<file path="src/rtl/mips_multicycle_ctrl.sv">
// Multicycle MIPS32 control FSM: sequences memory, ALU, register file and PC with ready-handshake stalls.
// Optional performance counters are enabled by defining MC_PERF_CNT_EN.
module mips_multicycle_ctrl #(
    parameter int CNT_WIDTH  = 32,
    parameter int WAIT_LIMIT = 0
) (
    input  logic       clock,
    input  logic       Reset,
    input  logic [5:0] opcode,
    input  logic [5:0] funct,
    input  logic       zero,
    input  logic       mem_ready,
    output logic       IorD,
    output logic       MemRead,
    output logic       MemWrite,
    output logic       IRWrite,
    output logic       RegDst,
    output logic       MemtoReg,
    output logic       RegWrite,
    output logic       ALUSrcA,
    output logic [1:0] ALUSrcB,
    output logic [2:0] ALUControl,
    output logic [1:0] PCSrc,
    output logic       pc_en,
    output logic       illegal_op,
    output logic       mem_timeout,
    output logic [3:0] state
`ifdef MC_PERF_CNT_EN
    ,
    output logic [CNT_WIDTH-1:0] cycle_count,
    output logic [CNT_WIDTH-1:0] instr_count
`endif
);

    typedef enum logic [3:0] {
        S_FETCH  = 4'd0,
        S_DECODE = 4'd1,
        S_MEMADR = 4'd2,
        S_MEMRD  = 4'd3,
        S_MEMWB  = 4'd4,
        S_MEMWR  = 4'd5,
        S_EXEC   = 4'd6,
        S_ALUWB  = 4'd7,
        S_BRANCH = 4'd8,
        S_ADDIEX = 4'd9,
        S_ADDIWB = 4'd10,
        S_JUMP   = 4'd11
    } state_e;

    localparam logic [5:0] OP_RTYPE = 6'b000000;
    localparam logic [5:0] OP_LW    = 6'b100011;
    localparam logic [5:0] OP_SW    = 6'b101011;
    localparam logic [5:0] OP_BEQ   = 6'b000100;
    localparam logic [5:0] OP_ADDI  = 6'b001000;
    localparam logic [5:0] OP_J     = 6'b000010;

    localparam logic [2:0] ALU_ADD = 3'b010;
    localparam logic [2:0] ALU_SUB = 3'b110;
    localparam logic [2:0] ALU_AND = 3'b000;
    localparam logic [2:0] ALU_OR  = 3'b001;
    localparam logic [2:0] ALU_SLT = 3'b111;

    localparam int WW = (WAIT_LIMIT > 0) ? $clog2(WAIT_LIMIT + 1) : 1;

    state_e          state_q, state_d;
    logic [WW-1:0]   wait_q, wait_d;
    logic            limit_hit;

    // Limit is reached once WAIT_LIMIT stall cycles have already elapsed; ready still wins here.
    assign limit_hit = (WAIT_LIMIT > 0) && !mem_ready && (wait_q == WW'(WAIT_LIMIT));
    assign state     = state_q;

    always_ff @(posedge clock or posedge Reset) begin
        if (Reset) begin
            state_q <= S_FETCH;
            wait_q  <= '0;
        end else begin
            state_q <= state_d;
            wait_q  <= wait_d;
        end
    end

    always_comb begin
        state_d     = state_q;
        IorD        = 1'b0;
        MemRead     = 1'b0;
        MemWrite    = 1'b0;
        IRWrite     = 1'b0;
        RegDst      = 1'b0;
        MemtoReg    = 1'b0;
        RegWrite    = 1'b0;
        ALUSrcA     = 1'b0;
        ALUSrcB     = 2'b00;
        ALUControl  = 3'b000;
        PCSrc       = 2'b00;
        pc_en       = 1'b0;
        illegal_op  = 1'b0;
        mem_timeout = 1'b0;
        case (state_q)
            S_FETCH: begin
                MemRead    = 1'b1;
                ALUSrcB    = 2'b01;
                ALUControl = ALU_ADD;
                IRWrite    = mem_ready;
                pc_en      = mem_ready;
                if (mem_ready)      state_d = S_DECODE;
                else if (limit_hit) mem_timeout = 1'b1;
            end
            S_DECODE: begin
                ALUSrcB    = 2'b11;
                ALUControl = ALU_ADD;
                case (opcode)
                    OP_LW, OP_SW: state_d = S_MEMADR;
                    OP_RTYPE:     state_d = S_EXEC;
                    OP_BEQ:       state_d = S_BRANCH;
                    OP_ADDI:      state_d = S_ADDIEX;
                    OP_J:         state_d = S_JUMP;
                    default: begin
                        illegal_op = 1'b1;
                        state_d    = S_FETCH;
                    end
                endcase
            end
            S_MEMADR: begin
                ALUSrcA    = 1'b1;
                ALUSrcB    = 2'b10;
                ALUControl = ALU_ADD;
                state_d    = (opcode == OP_LW) ? S_MEMRD : S_MEMWR;
            end
            S_MEMRD: begin
                IorD    = 1'b1;
                MemRead = 1'b1;
                if (mem_ready) state_d = S_MEMWB;
                else if (limit_hit) begin
                    mem_timeout = 1'b1;
                    state_d     = S_FETCH;
                end
            end
            S_MEMWB: begin
                MemtoReg = 1'b1;
                RegWrite = 1'b1;
                state_d  = S_FETCH;
            end
            S_MEMWR: begin
                IorD     = 1'b1;
                MemWrite = 1'b1;
                if (mem_ready) state_d = S_FETCH;
                else if (limit_hit) begin
                    mem_timeout = 1'b1;
                    state_d     = S_FETCH;
                end
            end
            S_EXEC: begin
                ALUSrcA = 1'b1;
                state_d = S_ALUWB;
                case (funct)
                    6'b100000: ALUControl = ALU_ADD;
                    6'b100010: ALUControl = ALU_SUB;
                    6'b100100: ALUControl = ALU_AND;
                    6'b100101: ALUControl = ALU_OR;
                    6'b101010: ALUControl = ALU_SLT;
                    default: begin
                        ALUControl = ALU_ADD;
                        illegal_op = 1'b1;
                        state_d    = S_FETCH;
                    end
                endcase
            end
            S_ALUWB: begin
                RegDst   = 1'b1;
                RegWrite = 1'b1;
                state_d  = S_FETCH;
            end
            S_BRANCH: begin
                ALUSrcA    = 1'b1;
                ALUControl = ALU_SUB;
                PCSrc      = 2'b01;
                pc_en      = zero;
                state_d    = S_FETCH;
            end
            S_ADDIEX: begin
                ALUSrcA    = 1'b1;
                ALUSrcB    = 2'b10;
                ALUControl = ALU_ADD;
                state_d    = S_ADDIWB;
            end
            S_ADDIWB: begin
                RegWrite = 1'b1;
                state_d  = S_FETCH;
            end
            S_JUMP: begin
                PCSrc   = 2'b10;
                pc_en   = 1'b1;
                state_d = S_FETCH;
            end
            default: state_d = S_FETCH;
        endcase

        // A timeout in FETCH stays in FETCH, so the abort itself must also clear the count.
        if (state_d != state_q || mem_timeout)
            wait_d = '0;
        else if (!mem_ready && (state_q == S_FETCH || state_q == S_MEMRD || state_q == S_MEMWR))
            wait_d = wait_q + 1'b1;
        else
            wait_d = wait_q;
    end

`ifdef MC_PERF_CNT_EN
    logic retire;
    assign retire = (state_q == S_MEMWB) || (state_q == S_ALUWB) || (state_q == S_ADDIWB) ||
                    (state_q == S_BRANCH) || (state_q == S_JUMP) ||
                    (state_q == S_MEMWR && mem_ready);

    always_ff @(posedge clock or posedge Reset) begin
        if (Reset) begin
            cycle_count <= '0;
            instr_count <= '0;
        end else begin
            cycle_count <= cycle_count + 1'b1;
            if (retire) instr_count <= instr_count + 1'b1;
        end
    end
`else
    logic unused_cnt_w;
    assign unused_cnt_w = CNT_WIDTH[0];
`endif

endmodule

</file>
<file path="config.mk">
export PLATFORM = sky130hd
export DESIGN_NAME = mips_multicycle_ctrl
export DESIGN_NICKNAME = d
export VERILOG_FILES = /design/src/rtl/mips_multicycle_ctrl.sv
export SDC_FILE = /design/constraint.sdc
export NUM_CORES = 1
export LEC_CHECK = 0
export CAP_MARGIN = 20
export CORE_MARGIN = 2
export CORE_UTILIZATION = 40
export DETAILED_ROUTE_END_ITERATION = 8
export HOLD_SLACK_MARGIN = 0.02
export PLACE_DENSITY = 0.83
export SLEW_MARGIN = 20
export SYNTH_ARGS = -nofsm -noshare
export SYNTH_HDL_FRONTEND = slang
export SYNTH_SLANG_ARGS = --single-unit
</file>
<file path="constraint.sdc">
create_clock -name clock -period 3.3 [get_ports clock]
set_input_delay 0.825 -clock clock [delete_from_list [all_inputs] [get_ports clock]]
set_output_delay 0.825 -clock clock [all_outputs]
set_load 0.01 [all_outputs]
</file>
# After elaboration in Yosys (flattened, before gate mapping)
# Index checks and enable logic that the tools add are counted.
# op_classes
magnitude_cmp	0
mux	23
add_sub_neg	0
n_shift	0
eq_ne	24
multipliers	0
div_mod_pow	0
bitwise	0
n_reduce_logical	12
# ops
op	n
$eq 6x6->1 const B	7
$pmux 4 s7	1
$pmux 4 s5	1
$eq 4x3->1 const B	4
$eq 4x4->1 const B	4
$mux 4	3
$pmux 3 s4	1
$mux 1	10
$pmux 3 s3	1
$eq 4x2->1 const B	2
$reduce_or 2->1	4
$reduce_or 4->1	2
$eq 6x2->1 const B	1
$eq 6x3->1 const B	1
$eq 6x4->1 const B	1
$logic_not 6->1	1
$mux 3	2
$ne 2x2->1 const B	3
$pmux 2 s3	1
$reduce_or 6->1	1
$reduce_or 5->1	1
$eq 4x1->1 const B	1
$logic_not 4->1	1
$pmux 2 s2	1
4 further kinds	4
# word_totals
latchBits	0
ff_bits	4
rom_bits	0
ram_bits	0
word_cells	60
n_memories	0
output_inout_bits	22

# Logic depth before layout (Yosys ltp)
# Gate-level depths: netlist (run 1).
# logic_depth
depth_word	4
mapped_depth	6
ltp_nobuf	4

# Worst setup path before layout (run 1)
# Ideal clock, no wire load.
# synth_timing
path_type	input-to-output
startpoint	in opcode[1]
endpoint	out illegal_op
arrival_time_ns	1.651
path_buffers	0
stages	3
setup_slack_ns	0.824
cell_sequence	or4_4 a21boi_0 o22ai_1
# synth_via
elab_chain_len	4
# synth_rtl
element	line_no	source
from (decl)	9	input logic [5:0] opcode,
$eq 6x6->1, or another cell as far along	112	case (opcode)
$reduce_or 6->1 (no line) *	n/a	
$mux 1 *	112	
$pmux 1 s2 *	99	case (state_q)
to (decl)	25	output logic illegal_op,
# Mark *: on every way between the ends. The rest lies on a longest branch, timed or not.

# Final worst setup path (run 1)
# Ends and elaborated chain as after synthesis.

==> results of run 1 <==
## cells by family after synthesis
group / after synthesis
compound gates: 28
flops: 4
other cells: 1
buf+inv: 12
simple gates: 42
xor+xnor: 3
mux: 2
## layout make-up
cell class,instances,share of cell area [%]
Multi-Input combinational cell,76,44.7
Clock buffer,3,2.02
Inverter,5,1.69
Sequential cell,4,9.00
Tap cell,16,1.80
Timing Repair Buffer,48,40.8
## worst max-delay path, stage by stage
cell	delay [ns]
clkdlybuf4s50_1	0.43
or4_4	0.54
a21boi_1	0.18
o22ai_1	0.10
dlygate4sd2_1	0.30
## how the worst max path moves through the flow
stage               slack [ns]  cells past startpoint            end      start
finish                    0.11                      5     illegal_op  opcode[1]
global route              0.01                      5     illegal_op  opcode[1]
CTS                       0.02                      5  ALUControl[0]   funct[2]
detailed placement       -0.12                      5     illegal_op  opcode[1]
global placement         -0.12                      5     illegal_op  opcode[1]
floorplan                 0.82                      3     illegal_op  opcode[1]
## layer usage
metal	vias to the layer above	GRT usage [%]	share of wire (%)
li1	436	-	-
met1	422	27.4	41
met2	39	44.7	54
met3	0	4.08	4.8
met4	0	10.3	0
met5	-	0	0
## power breakdown
| part | switching [W] | internal, W | total [W] |
|---|---|---|---|
| Combinational | 0.000193 | 0.000233 | 0.000426 |
| Clock | 0.0000192 | 0.0000406 | 0.0000599 |
| Sequential | 0.0000418 | 0.0000619 | 0.000104 |
## cells in the final DEF (no fill, tap or decap), types with 3 or more instances in the layout
cell	synthesis	routed
clkdlybuf4s50_1	0	33
buf_4	1	12
nor3_1	9	9
nor2_1	8	8
nand2_1	7	7
nor2b_1	5	5
o21ai_0	4	4
inv_1	4	4
dfrtp_1	4	4
nor4_1	3	3
nand3_1	3	3
a22oi_1	3	3
clkbuf_4	0	3
## through the flow
step	util [%]	std cells	area, um2	total power, W
after global routing	73.8	152	1110	0.000637
after global placement	71.4	149	1080	0.000522
after detailed placement	71.4	149	1080	0.000531
after floorplan	-	92	643	0.000310
after CTS	73.5	152	1110	0.000594
final	73.8	152	1110	0.000590
## what timing repair did
action	CTS	global route
setup endpoints to repair	3	3
hold buffers	0	0
gates resized for setup	3	3
==> out/qor.yml, run 1 <==
synthesis:
  synthAdderAreaFrac_pct: 0
  yosys-top-cells-area: "dfrtp_1 16%, nor3_1 7.0%, nor2b_1 4.9%"
  yosys_warnings: 0
  synthMuxAreaShare_pct: 3.11
  ys_seq_area_share_pct: 15.6
  synth_top_cell_area_share_pct: 15.6
  syn_area_per_cell_um2: 6.99
  ys.flop_type: "dfrtp_1"
  syn_nets: 108
  synth-seq-cells: 4
  syn_inst: 92
  yosysTopAreaCell: "dfrtp_1"
  synth_compound_area_share_pct: 33.3
  ys_types: 40
  synth_top_family_by_area: "simple AND/OR/NAND/NOR gates"
  synthTopCellsByCount: "9 x nor3_1, 8 x nor2_1, 7 x nand2_1"
  synth-xor-area-share_pct: 4.09
  async_reset_ff_share_pct: 100
  yosysMostFrequentCell: "nor3_1"
  syn_area_um2: 643
  synth-simple-area-share_pct: 34.6
  synth_edf_count: 0
global_routing:
  grt_pass1_vias: 862
  grt_pass1_wl_mm: 3.59
  grt_max_degree: 14
  antenna_found_initial: 0
  grt_use_total_pct: 24.4
  grt-ovfl-total: 0
sta:
  fin_crit_ns: 3.19
  setup_ws_ns: 0.105
  skew_ns: 0.00328
  hold_viol_final: 0
  hold_ws_ns: 0.689
  tns_ns: 0
  rsz0062_at_grt: "no"
  period_share_pct: 96.8
  finalSetupViolCount: 0
  drv_slew: 0
  fmax_mhz: 313
clock_tree:
  cts_root_buf: "clkbuf_4"
  clkTransAtPathRegs_ns: 0.04
  numCtsBuffers: 3
  cts_buffer_depth: 2
  clock-sinks: 4
  htreeDepth: 1
  cts_tree: "yes"
  clkLatencyLatePin_ns: 0.23
  post_cts_buffers: 0
placement:
  preCtsSetupSlack_ns: -0.117
  routabilityCongestion: 0.836
  hpwl_mm: 1.71
  port_buffers: 36
status:
  status: "finished clean"
finish:
  seq_area_um2: 100
  multiInputGateArea_um2: 497
  area_delta_synth_final_pct: 73.0
  nFillCells: 130
  drive_above_1_share_pct: 16.2
  antenna_cells: 0
  nets: 154
  largest_register_ffs: 4
worst_setup_path:
  worst-r2r-cell-count: 5
  critPathLaunchType: "input pin"
  cp_data_required_time_ns: 2.47
  crit_arrival_ns: 2.37
  path_max_fanout: 2
  reg2reg_from: "state[1]"
  r2r-end: "state[1]"
  rrSetupSlack_ns: 1.57
  crit_type: "in -> out"
  cp-end-kind: "primary output"
hold_path:
  min_from: "state[2]"
  worstHoldEndpoint: "state[3]"
  hold_depth: 1
  hp-class: "reg -> reg"
drt:
  wire_per_inst_um: 14.0
  drc: 0
  ant_nets: 0
  routed_wl_mm: 2.12
  vias: 897
  drt_iter0_markers: 28
  via_per_inst: 5.90
  drtPass1Iterations: 4
floorplan:
  die_area_mm2: 0.00194
  num_rows: 14
  die_width_um: 44.1
  start_util_pct: 42.7
  ios: 38
  dieHeight_um: 44.1
  core_area_mm2: 0.00151
power:
  peakVddDrop_v: 0.000297
  leakagePower_nw: 0.458
  powerDensity_mw_per_mm2: 530
job:
  drv_cap: 0
Note: power is estimated with default switching activity, not from simulation.
==> inputs of run 2 (changes only) <==
--- a/config.mk
+++ b/config.mk
@@ -8,6 +8,7 @@
 export CAP_MARGIN = 20
 export CORE_MARGIN = 2
 export CORE_UTILIZATION = 40
+export CTS_BUF_LIST = sky130_fd_sc_hd__clkbuf_16
 export DETAILED_ROUTE_END_ITERATION = 8
 export HOLD_SLACK_MARGIN = 0.02
 export PLACE_DENSITY = 0.83
==> run 2 against run 1 <==
  * Worst hold slack got worse by 0.025 ns
  * Combinational power barely moved
  * Setup slack improved by 0.00056 ns
  * Register-to-register slack got worse by 0.02 ns
  * Non-clock buffer count did not move
  * Clock power rose to 3.2 times the previous value
  * Final area rose by 4.7%
  * Critical endpoint unchanged
  * Largest power group unchanged
==> out/qor.yml, run 2 (synthesis gave the netlist of run 1 again) <==
placement:
  routabilityCongestion: 0.836  # unchanged
  preCtsSetupSlack_ns: -0.117  # unchanged
  dp.cells: 149  # unchanged
  port_buffers: 36  # unchanged
  hpwl_mm: 1.71  # unchanged
power:
  peakVddDrop_v: 0.000292  # -1.8%
  powerDensity_mw_per_mm2: 618  # +16%
  leakagePower_nw: 0.481  # +5.1%
clock_tree:
  post_cts_buffers: 0  # unchanged
  cts_root_buf: "clkbuf_16"
  clock-sinks: 4  # unchanged
  clkLatencyLatePin_ns: 0.22  # about the same
  cts_buffer_depth: 2  # unchanged
  htreeDepth: 1  # unchanged
  cts_tree: "yes"
  numCtsBuffers: 3  # unchanged
  clkTransAtPathRegs_ns: 0.03  # about the same
worst_setup_path:
  crit_type: "in -> out"
  cp_data_required_time_ns: 2.47  # about the same
  critPathLaunchType: "input pin"
  path_max_fanout: 2  # unchanged
  crit_arrival_ns: 2.37  # about the same
  cp-end-kind: "primary output"
sta:
  setup_ws_ns: 0.106  # +0.000556 ns
  period_share_pct: 96.8  # about the same
  skew_ns: 0.000897  # -0.00238 ns
  fmax_mhz: 313  # about the same
  rsz0062_at_grt: "no"
  fin_crit_ns: 3.19  # -0.000556 ns
  hold_viol_final: 0  # unchanged
  finalSetupViolCount: 0  # unchanged
  drv_slew: 0  # unchanged
floorplan:
  core_area_mm2: 0.00151  # unchanged
  dieHeight_um: 44.1  # unchanged
  num_rows: 14  # unchanged
  die_area_mm2: 0.00194  # unchanged
  ios: 38  # unchanged
  die_width_um: 44.1  # unchanged
  start_util_pct: 42.7  # unchanged
drt:
  vias: 909  # +1.3%
  drtPass1Iterations: 5  # +1
  drt_iter0_markers: 24  # -14%
  drc: 0  # unchanged
  via_per_inst: 5.98  # +1.3%
  routed_wl_mm: 2.21  # +4.1%
  ant_nets: 0  # unchanged
  wire_per_inst_um: 14.5  # +4.1%
global_routing:
  grt_pass1_wl_mm: 3.73  # +3.7%
  grt_use_total_pct: 25.3  # +0.93 points
  grt_pass1_vias: 883  # +2.4%
  grt-ovfl-total: 0  # unchanged
  antenna_found_initial: 0  # unchanged
  grt_max_degree: 14  # unchanged
finish:
  nets: 154  # unchanged
  nFillCells: 123  # -5.4%
  largest_register_ffs: 4  # unchanged
  antenna_cells: 0  # unchanged
  layout_common_cells: "33 x clkdlybuf4s50_1, 12 x buf_4, 9 x nor3_1"
  drive_above_1_share_pct: 16.2  # unchanged
  area_delta_synth_final_pct: 81.1
  layout_commonest_cell: "clkdlybuf4s50_1"
  final_cell_count_no_fill: 152  # unchanged
job:
  drv_cap: 0  # unchanged
status:
  status: "finished clean"
hold_path:
  hp-class: "reg -> reg"
## run 2: changes by cell type in the layout (fill, tap and decap cells not counted)
| cell | previous run | this run |
|---|---|---|
| clkbuf_4 | 3 | 0 |
| clkbuf_16 | 0 | 3 |
## run 2: final timing paths
path                       slack [ns]  depth (start not counted)  startpoint    endpoint
max                              0.11                          5   opcode[1]  illegal_op
min                              0.66                          1    state[2]    state[3]
max reg2reg                      1.55                          5    state[1]    state[1]
min reg2reg                      0.66                          1    state[2]    state[3]
max in group asynchronous        2.37                          2       Reset    state[1]
min in group asynchronous        0.79                          2       Reset    state[2]
## run 2: per-stage QoR
stage | power, W | util [%] | instance area (um2) | hold slack [ns] | setup TNS, ns
floorplan | 0.000310 | - | 643 | 0.591 | 0
global placement | 0.000522 | 71.4 | 1080 | 0.650 | -0.116
detailed placement | 0.000531 | 71.4 | 1080 | 0.659 | -0.138
CTS | 0.000719 | 77.0 | 1160 | 0.657 | 0
global route | 0.000763 | 77.3 | 1160 | 0.707 | 0
finish | 0.000720 | 77.3 | 1160 | 0.665 | 0
## run 2: final cells by class
class / count / area [um2] / share of cell area (%)
Clock buffer: 3 / 75.1 / 6.44
Multi-Input combinational cell: 76 / 497 / 42.6
Timing Repair Buffer: 48 / 454 / 39.0
Inverter: 5 / 18.8 / 1.61
Tap cell: 16 / 20.0 / 1.72
Sequential cell: 4 / 100 / 8.59
## run 2: worst max-delay path, stage by stage
cell             delay, ns
clkdlybuf4s50_1       0.43
or4_4                 0.54
a21boi_1              0.18
o22ai_1               0.10
dlygate4sd2_1         0.30
## run 2: layer usage
metal  up-vias  track usage, %  wire, um
met1       420            29.9       909
li1        439               -         -
met5         -               0         0
met4         0            12.1        34
met2        45            45.0      1150
met3         5            2.86       119
## run 2: power by group
group          switching [W]  leakage, nW  internal (W)  total [W]
registers          0.0000409       0.0538     0.0000620   0.000103
clock network      0.0000345       0.0370      0.000155   0.000189
logic               0.000194        0.390      0.000233   0.000427
total               0.000269        0.481      0.000450   0.000720
## run 2: timing repair
| action | in CTS | in global routing |
|---|---|---|
| setup endpoints to repair | 3 | 3 |
| hold buffers | 0 | 0 |
| resized for setup | 3 | 3 |
